==> src/rtl/sig_acq_pkg.sv <==
// Shared definitions for the ADC acquisition sequencer: FSM encoding,
// default timing constants, entry layout and a saturating increment helper.
package sig_acq_pkg;

  typedef enum logic [2:0] {
    ST_IDLE = 3'd0,
    ST_CONV = 3'd1,
    ST_WAIT = 3'd2,
    ST_READ = 3'd3,
    ST_PUSH = 3'd4
  } acq_state_e;

  localparam int DEF_CONV_CYCLES = 8;
  localparam int DEF_RD_CYCLES   = 4;
  localparam int DEF_BUSY_TMO    = 255;
  localparam int DEF_FIFO_DEPTH  = 4;

  localparam int TS_W     = 32;
  localparam int SAMPLE_W = 16;
  localparam int ENTRY_W  = TS_W + SAMPLE_W;
  localparam int CNT_W    = 16;

  function automatic logic [15:0] sat_inc(input logic [15:0] v);
    return (v == 16'hFFFF) ? v : v + 16'd1;
  endfunction

endpackage

==> src/rtl/acq_fifo.sv <==
// First-word-fall-through buffer for acquisition entries; a push and a pop
// in the same cycle both succeed even when the buffer is full.
module acq_fifo #(
  parameter int WIDTH = 48,
  parameter int DEPTH = 4
) (
  input  logic             clk,
  input  logic             rst,
  input  logic             clr,
  input  logic             push,
  input  logic [WIDTH-1:0] din,
  input  logic             pop,
  output logic [WIDTH-1:0] dout,
  output logic             valid,
  output logic             full
);

  localparam int AW = (DEPTH > 1) ? $clog2(DEPTH) : 1;

  logic [WIDTH-1:0] mem [DEPTH];
  logic [AW-1:0]    wr_ptr;
  logic [AW-1:0]    rd_ptr;
  logic [AW:0]      count;
  logic             wr_en;
  logic             rd_en;

  assign valid = (count != '0);
  assign full  = (count == (AW+1)'(DEPTH));
  assign rd_en = pop && valid;
  // When full, the slot being popped is the one that gets overwritten.
  assign wr_en = push && (!full || rd_en);
  assign dout  = valid ? mem[rd_ptr] : '0;

  always_ff @(posedge clk) begin
    if (wr_en) mem[wr_ptr] <= din;
  end

  always_ff @(posedge clk or posedge rst) begin
    if (rst) begin
      wr_ptr <= '0;
      rd_ptr <= '0;
      count  <= '0;
    end else if (clr) begin
      wr_ptr <= '0;
      rd_ptr <= '0;
      count  <= '0;
    end else begin
      if (wr_en) wr_ptr <= wr_ptr + 1'b1;
      if (rd_en) rd_ptr <= rd_ptr + 1'b1;
      case ({wr_en, rd_en})
        2'b10:   count <= count + 1'b1;
        2'b01:   count <= count - 1'b1;
        default: count <= count;
      endcase
    end
  end

endmodule

==> src/rtl/adc_acq_seq.sv <==
// Triggered ADC acquisition: convst pulse, busy wait with timeout, parallel
// read, then timestamped entry into an output buffer with a per-second rate.
module adc_acq_seq
  import sig_acq_pkg::*;
#(
  parameter int CONV_CYCLES = DEF_CONV_CYCLES,
  parameter int RD_CYCLES   = DEF_RD_CYCLES,
  parameter int BUSY_TMO    = DEF_BUSY_TMO,
  parameter int FIFO_DEPTH  = DEF_FIFO_DEPTH
) (
  input  logic        clk,
  input  logic        rst,
  input  logic        ena,
  input  logic        clr,
  input  logic        trig,
  input  logic [31:0] tstamp,
  input  logic        pulse_1s,
  output logic        adc_convst,
  input  logic        adc_busy,
  output logic        adc_cs_n,
  output logic        adc_rd_n,
  input  logic [15:0] adc_data,
  output logic        out_valid,
  input  logic        out_ready,
  output logic [31:0] out_tstamp,
  output logic [15:0] out_sample,
  output logic        ovf,
  output logic        trig_miss,
  output logic        tmo,
  output logic [15:0] rate,
  output logic [2:0]  dbg_state
);

  localparam logic [CNT_W-1:0] CONV_LAST = CNT_W'(CONV_CYCLES - 1);
  localparam logic [CNT_W-1:0] RD_LAST   = CNT_W'(RD_CYCLES - 1);
  localparam logic [CNT_W-1:0] TMO_LAST  = CNT_W'(BUSY_TMO - 1);

  acq_state_e        state, state_nxt;
  logic [CNT_W-1:0]  cnt, cnt_nxt;
  logic              busy_s1, busy_s2;
  logic [TS_W-1:0]   ts_q;
  logic [SAMPLE_W-1:0] sample_q;
  logic              capture, push, tmo_set;
  logic              fifo_full, fifo_pop, push_ok;
  logic [15:0]       rate_cnt;

  assign dbg_state = state;

  always_ff @(posedge clk or posedge rst) begin
    if (rst) begin
      busy_s1 <= 1'b0;
      busy_s2 <= 1'b0;
    end else begin
      busy_s1 <= adc_busy;
      busy_s2 <= busy_s1;
    end
  end

  always_comb begin
    state_nxt = state;
    cnt_nxt   = cnt + 1'b1;
    capture   = 1'b0;
    push      = 1'b0;
    tmo_set   = 1'b0;
    if (clr) begin
      state_nxt = ST_IDLE;
      cnt_nxt   = '0;
    end else begin
      case (state)
        ST_IDLE: begin
          cnt_nxt = '0;
          if (trig && ena) state_nxt = ST_CONV;
        end
        ST_CONV: begin
          if (cnt == CONV_LAST) begin
            state_nxt = ST_WAIT;
            cnt_nxt   = '0;
          end
        end
        ST_WAIT: begin
          // Busy is ignored for the first two WAIT cycles to cover the
          // synchroniser delay after convst falls.
          if (cnt >= CNT_W'(2) && !busy_s2) begin
            state_nxt = ST_READ;
            cnt_nxt   = '0;
          end else if (cnt == TMO_LAST) begin
            tmo_set   = 1'b1;
            state_nxt = ST_IDLE;
            cnt_nxt   = '0;
          end
        end
        ST_READ: begin
          if (cnt == RD_LAST) begin
            capture   = 1'b1;
            state_nxt = ST_PUSH;
            cnt_nxt   = '0;
          end
        end
        ST_PUSH: begin
          push      = 1'b1;
          state_nxt = ST_IDLE;
          cnt_nxt   = '0;
        end
        default: begin
          state_nxt = ST_IDLE;
          cnt_nxt   = '0;
        end
      endcase
    end
  end

  always_ff @(posedge clk or posedge rst) begin
    if (rst) begin
      state <= ST_IDLE;
      cnt   <= '0;
    end else begin
      state <= state_nxt;
      cnt   <= cnt_nxt;
    end
  end

  // ADC strobes are registered from the next state so they track the FSM glitch-free.
  always_ff @(posedge clk or posedge rst) begin
    if (rst) begin
      adc_convst <= 1'b0;
      adc_cs_n   <= 1'b1;
      adc_rd_n   <= 1'b1;
    end else begin
      adc_convst <= (state_nxt == ST_CONV);
      adc_cs_n   <= (state_nxt != ST_READ);
      adc_rd_n   <= (state_nxt != ST_READ);
    end
  end

  always_ff @(posedge clk or posedge rst) begin
    if (rst) begin
      ts_q     <= '0;
      sample_q <= '0;
    end else begin
      if (state == ST_IDLE && state_nxt == ST_CONV) ts_q <= tstamp;
      if (capture) sample_q <= adc_data;
    end
  end

  // Output handshake: an entry transfers on any cycle where out_valid and
  // out_ready are both high; out_valid never drops without a transfer or clr.
  assign fifo_pop = out_valid && out_ready;
  assign push_ok  = push && (!fifo_full || fifo_pop);

  acq_fifo #(
    .WIDTH(ENTRY_W),
    .DEPTH(FIFO_DEPTH)
  ) u_fifo (
    .clk   (clk),
    .rst   (rst),
    .clr   (clr),
    .push  (push),
    .din   ({ts_q, sample_q}),
    .pop   (fifo_pop),
    .dout  ({out_tstamp, out_sample}),
    .valid (out_valid),
    .full  (fifo_full)
  );

  always_ff @(posedge clk or posedge rst) begin
    if (rst) begin
      ovf       <= 1'b0;
      trig_miss <= 1'b0;
      tmo       <= 1'b0;
    end else if (clr) begin
      ovf       <= 1'b0;
      trig_miss <= 1'b0;
      tmo       <= 1'b0;
    end else begin
      if (push && !push_ok) ovf <= 1'b1;
      if (trig && ena && state != ST_IDLE) trig_miss <= 1'b1;
      if (tmo_set) tmo <= 1'b1;
    end
  end

  always_ff @(posedge clk or posedge rst) begin
    if (rst) begin
      rate     <= '0;
      rate_cnt <= '0;
    end else if (clr) begin
      rate     <= '0;
      rate_cnt <= '0;
    end else if (pulse_1s) begin
      rate     <= push_ok ? sat_inc(rate_cnt) : rate_cnt;
      rate_cnt <= push_ok ? 16'd1 : 16'd0;
    end else if (push_ok) begin
      rate_cnt <= sat_inc(rate_cnt);
    end
  end

endmodule
==> config.mk <==
export PLATFORM = sky130hd
export DESIGN_NAME = adc_acq_seq
export DESIGN_NICKNAME = d
export VERILOG_FILES = /design/src/rtl/sig_acq_pkg.sv /design/src/rtl/acq_fifo.sv /design/src/rtl/adc_acq_seq.sv
export SDC_FILE = /design/constraint.sdc
export NUM_CORES = 1
export LEC_CHECK = 0
export ABC_AREA = 1
export ABC_CLOCK_PERIOD_IN_PS = 4000
export CAP_MARGIN = 20
export CORE_MARGIN = 2
export CORE_UTILIZATION = 46
export CTS_BUF_LIST = sky130_fd_sc_hd__clkbuf_8 sky130_fd_sc_hd__clkbuf_16
export DETAILED_ROUTE_END_ITERATION = 12
export PLACE_DENSITY_LB_ADDON = 0.05
export SYNTH_ARGS = -nofsm -noshare
export SYNTH_HDL_FRONTEND = slang
export SYNTH_SLANG_ARGS = --single-unit
==> constraint.sdc <==
create_clock -name clk -period 4 [get_ports clk]
set_input_delay 0.6 -clock clk [delete_from_list [all_inputs] [get_ports clk]]
set_output_delay 0.6 -clock clk [all_outputs]
set_load 0.02 [all_outputs]
# ---- Yosys cells after proc, flatten, opt, wreduce, memory -nomap -nowiden
# Memory sizes are Yosys's and may differ from the RTL's.
# Cells that the tools add are included.
# W data, S select, Z words.
dict set report totals {
  reg_bits 113
  ram_bits 192
  input_bits 56
  output_inout_bits 74
  elab_cells 105
  n_memories 1
}
dict set report op_classes {
  n_addsub 6
  n_lt_le_gt_ge 1
  n_eq_ne 13
  muxes 44
  reduce_logical 24
}
# memory depth word_bits rd rd_ports_with_merged_regs write_ports line
set memory_table {}
lappend memory_table {u_fifo.mem 4 48 1 0 1 acq_fifo.sv:20} ;# logic [WIDTH-1:0] mem [DEPTH];
# op count
set ops {}
lappend ops {{$mux W16} 11}
lappend ops {{$mux W48} 1}
lappend ops {{$pmux W16 S3} 1}
lappend ops {{$add A16 B1 Y16 const B} 2}
lappend ops {{$mux W3} 7}
lappend ops {{$mux W1} 18}
lappend ops {{$eq A16 B16 Y1 const B} 1}
lappend ops {{$eq A16 B2 Y1 const B} 1}
lappend ops {{$eq A16 B3 Y1 const B} 1}
lappend ops {{$eq A16 B8 Y1 const B} 1}
lappend ops {{$ge A16 B2 Y1 const B} 1}
lappend ops {{$pmux W3 S4} 1}
lappend ops {{$reduce_bool A2 Y1} 6}
lappend ops {{$logic_and A1 B1 Y1} 9}
lappend ops {{$reduce_bool A3 Y1} 3}
lappend ops {{$mux W2} 4}
lappend ops {{$eq A3 B1 Y1 const B} 2}
lappend ops {{$eq A3 B2 Y1 const B} 2}
lappend ops {{$eq A3 B3 Y1 const B} 2}
lappend ops {{$pmux W3 S2} 1}
lappend ops {{$add A2 B1 Y2 const B} 2}
lappend ops {{$add A3 B1 Y3 const B} 1}
lappend ops {{$logic_not A1 Y1} 3}
lappend ops {{$logic_not A3 Y1} 1}
lappend ops {{other kinds (5)} 6}

# ---- Logic depth before layout (Yosys ltp)
dict set report depth {
  depth_word 8
  depth_mapped 14
  ltp_nobuf 13
}

# ---- Hierarchy
# From an unflattened synthesis, not the netlist that was laid out.
dict set report hier_totals {
  cells_unflattened 1199
  hier_area_um2 12806.0
}
# mod n_inst cells_per_inst area_each_um2 seq_area_each_um2
set by_module_without_submodules {}
lappend by_module_without_submodules {acq_fifo 1 631 7926.4 5940.7}
lappend by_module_without_submodules {adc_acq_seq 1 568 4879.7 2653.8}

# ---- Worst setup path after synthesis
# No wires, ideal clock.
dict set report synth_path {
  kind {input to register}
  from {input clr}
  to {memory u_fifo.mem[0][0] (enable)}
  setup_time_ns 0.454
  t_arrival_ns 3.137
  required_ns 3.546
  setup_slack_ns 0.409
  cell_stages 4
  path_buffers 1
  path_cell_list {buf_2 -> nor3_2 -> nand2_2 -> nor2_1}
}
dict set report synth_between {
  elab_chain_len 4
}
# item line
set synth_rtl {}
lappend synth_rtl {{start: declaration} adc_acq_seq.sv:14} ;# input logic clr,
lappend synth_rtl {{$mux W1} adc_acq_seq.sv:65} ;# if (clr) begin
lappend synth_rtl {{$logic_and A1 B1 Y1} acq_fifo.sv:31} ;# assign wr_en = push && (!full || rd_en);
lappend synth_rtl {{$mux W1} acq_fifo.sv:35} ;# if (wr_en) mem[wr_ptr] <= din;
lappend synth_rtl {{$mux W1 (implied by the code)} acq_fifo.sv:35}
lappend synth_rtl {{end: declaration} acq_fifo.sv:20}
# No other way between the ends.

# ---- Final worst setup path
dict set report layout_path {
  from {register u_fifo.rd_ptr[0]}
  to {output out_tstamp[11]}
}
dict set report layout_between {
  elab_chain_len 2
}
# item line
set layout_rtl {}
lappend layout_rtl {{start: declaration} acq_fifo.sv:22} ;# logic [AW-1:0] rd_ptr;
lappend layout_rtl {{start signal: assignment} acq_fifo.sv:49} ;# if (rd_en) rd_ptr <= rd_ptr + 1'b1;
lappend layout_rtl {{$mem_v2 Z4 W48} -}
lappend layout_rtl {{$mux W48} acq_fifo.sv:32} ;# assign dout = valid ? mem[rd_ptr] : '0;
lappend layout_rtl {{end: declaration} adc_acq_seq.sv:25} ;# output logic [31:0] out_tstamp,
# No other way between the ends.

==> impl_metrics.toml <==
[outcome]
outcome = "completed"

[setup_path]
start_kind = "flip-flop"
cpPeakStageDelay_ns = 0.67
worstSetupPathType = "reg -> out"
worstPathRequired_ns = 3.40
setup.worst_path.end_class = "output port"
cpMaxStageDelayCell = "clkdlybuf4s50_1"
path_cells = "buf_12, nor2_1, nor2_1, o21ai_0, a21oi_1, clkdlybuf4s50_1"
crit_path_frequent_cell = "nor2_1"
crit_arrival_ns = 2.83
crit_fanout = 71

[cells_and_area]
drive_above_1_share_pct = 6.98
area_growth_pct = 21.4
register_area_um2 = 8600
fillers = 2334
nets = 1386
mostFrequentLayoutCells = "256 x nor2_1, 200 x nand2_1, 192 x edfxtp_1"
final_cells = 1688
final_common_cell = "nor2_1"
antenna_cells = 0
multi_input_area_um2 = 3670

[clock_network]
post_cts_resized = 0
cts_tree = "done"
ctsHoldBuffers = 0
cts.reportedPaths.clkPinSlew_ns = 0.06
clkLatencyLatePin_ns = 0.56
htreeDepth = 1
clock_sinks = 305
clockBufferDepth = 3
clock-root-buffer = "clkbuf_16"
numCtsBuffers = 31
postCtsSetupBuffers = 0

[floorplanning]
pin_count = 130
fp.dieH_um = 170
fp.dieW_um = 170
coreArea_um2 = 27000
rows = 60
die-area_um2 = 29000
start_util_pct = 47.0

[power]
vdd_drop_max_uv = 300
total_power_mw = 8.46
leakage_nw = 6.00
p_per_area_nw_per_um2 = 548

[hold_path]
hp-class = "reg -> reg"

[placed_design]
gp_congestion = 0.860
place_inst = 1630
hpwl_um = 17800
port_buffers = 129
dp_slack_ns = 0.980

[drt]
wl_um = 30100
routedWlPerCell_um = 17.8
via_per_inst = 5.22
dr.pass1.iters = 5
first_iter_violations = 698
remaining_drc_errors = 0
vias = 8813
ant_nets = 0

[grt]
antenna_found_initial = 1
overflow = 0
grt_max_degree = 72
grt.total_usage_pct = 21.4
grt_pass1_wl_um = 48100
grt_pass1_vias = 8775

[sta]
finalCritPeriodShare_pct = 85.7
fmax_mhz = 292
fin_crit_ns = 3.43
drv_slew = 0
skew_ns = 0.00920
layout_setup_ws_ns = 0.572
rsz0062_at_grt = "false"
maxSlewHeadroom_pct = 52.8
worstMarginPinSlew_ns = 0.705
setup-violations-final = 0
fin_setup_tns_ns = 0
hold_viol = 0

[synthesis]
synth_cell_types = 36
syn-cell-area_um2 = 12700
synth_edf_count = 192
synth_cells = 1201
ys.flop_type = "edfxtp_1"
syn-mean-instance-area_um2 = 10.6
ys_ff_latch = 305
syn_nets = 1265
yosysSeqAreaShare_pct = 67.6
async_flop_share_pct = 37.0
yosys_warnings = 0

[job]
drv_cap = 0
[stage by stage]
step / hold slack (ns) / util (%) / instance area (um2)
floorplan: 0.331 / - / 12700
global placement: 0.334 / 53.3 / 14400
detailed placement: 0.340 / 53.3 / 14400
CTS: 0.354 / 57.1 / 15400
global route: 0.363 / 57.1 / 15400
finish: 0.352 / 57.1 / 15400
[synth_stat cells, types with 2 or more instances]
cell type / n / area, um2
a21oi_1: 56 / 280
nand3_1: 35 / 175
buf_4: 6 / 45.0
nand2_1: 200 / 751
nand2_2: 2 / 12.5
nor2_1: 260 / 976
ha_1: 7 / 87.6
clkbuf_1: 38 / 143
xnor2_1: 4 / 35.0
dfrtp_1: 112 / 2800
nor3_1: 13 / 65.1
inv_2: 6 / 22.5
nor3b_1: 2 / 15.0
o21ai_1: 11 / 55.1
nor3_2: 5 / 50.1
nand4_1: 41 / 257
xor2_1: 15 / 131
edfxtp_1: 192 / 5770
buf_1: 4 / 15.0
buf_6: 4 / 45.0
buf_2: 8 / 40.0
nor4_1: 2 / 12.5
nor2_4: 4 / 45.0
o211ai_1: 4 / 30.0
inv_1: 44 / 165
o21ai_0: 116 / 581
[cell families (layout without fill, tap and decap cells)]
logic type	count (synthesis)	after routing	synth area share (%)
simple gates	567	567	18.8
flops	305	305	67.6
compound gates	191	191	7.67
buf+inv	111	257	3.77
xor+xnor	19	19	1.31
fa+ha+maj	8	8	0.846
[report_power, final]
group,internal [mW],total (mW),switching (mW)
Sequential,3.54,3.68,0.145
Clock,1.68,2.86,1.18
Combinational,0.764,1.92,1.16
[worst max-delay path: cells and delay by family (launching register included)]
family          cells  cell delay, ns
buf+inv             2            1.02
flops               1            0.64
compound gates      2            0.41
simple gates        2            0.17
[sequential cells by signal (all words and copies together) (netlist names), 2 cells and up]
signal         count
cnt               16
dbg_state          3
rate              16
rate_cnt          16
sample_q          16
ts_q              32
u_fifo.count       3
u_fifo.mem       192
u_fifo.rd_ptr      2
u_fifo.wr_ptr      2
[area by class of cell]
class                           count  area share [%]
Clock buffer                       35            5.38
Multi-Input combinational cell    785            23.8
Timing Repair Buffer              148            9.86
Clock inverter                     23            1.26
Inverter                           51            1.26
Sequential cell                   305            55.7
Tap cell                          341            2.76
[path summary, 6_finish.rpt]
kind                                        to             start  cells after the start  slack, ns
min in group asynchronous              busy_s1               rst                      2       0.46
max in group asynchronous              ts_q[5]               rst                      3       2.72
worst max-delay path            out_tstamp[11]  u_fifo.rd_ptr[0]                      6       0.57
worst min register to register         busy_s2           busy_s1                      0       0.35
worst min-delay path                   busy_s2           busy_s1                      0       0.35
worst max register to register        ts_q[10]            cnt[0]                     11       1.48
[routing by layer]
layer | wire length, um | GRT usage (%) | share of wire, %
met5 | 13 | 0 | 0.043
met4 | 499 | 4.76 | 1.7
met3 | 1700 | 3.60 | 5.6
met2 | 14600 | 36.3 | 49
met1 | 13300 | 29.0 | 44
No activity file was read; power rests on OpenSTA's default activity.
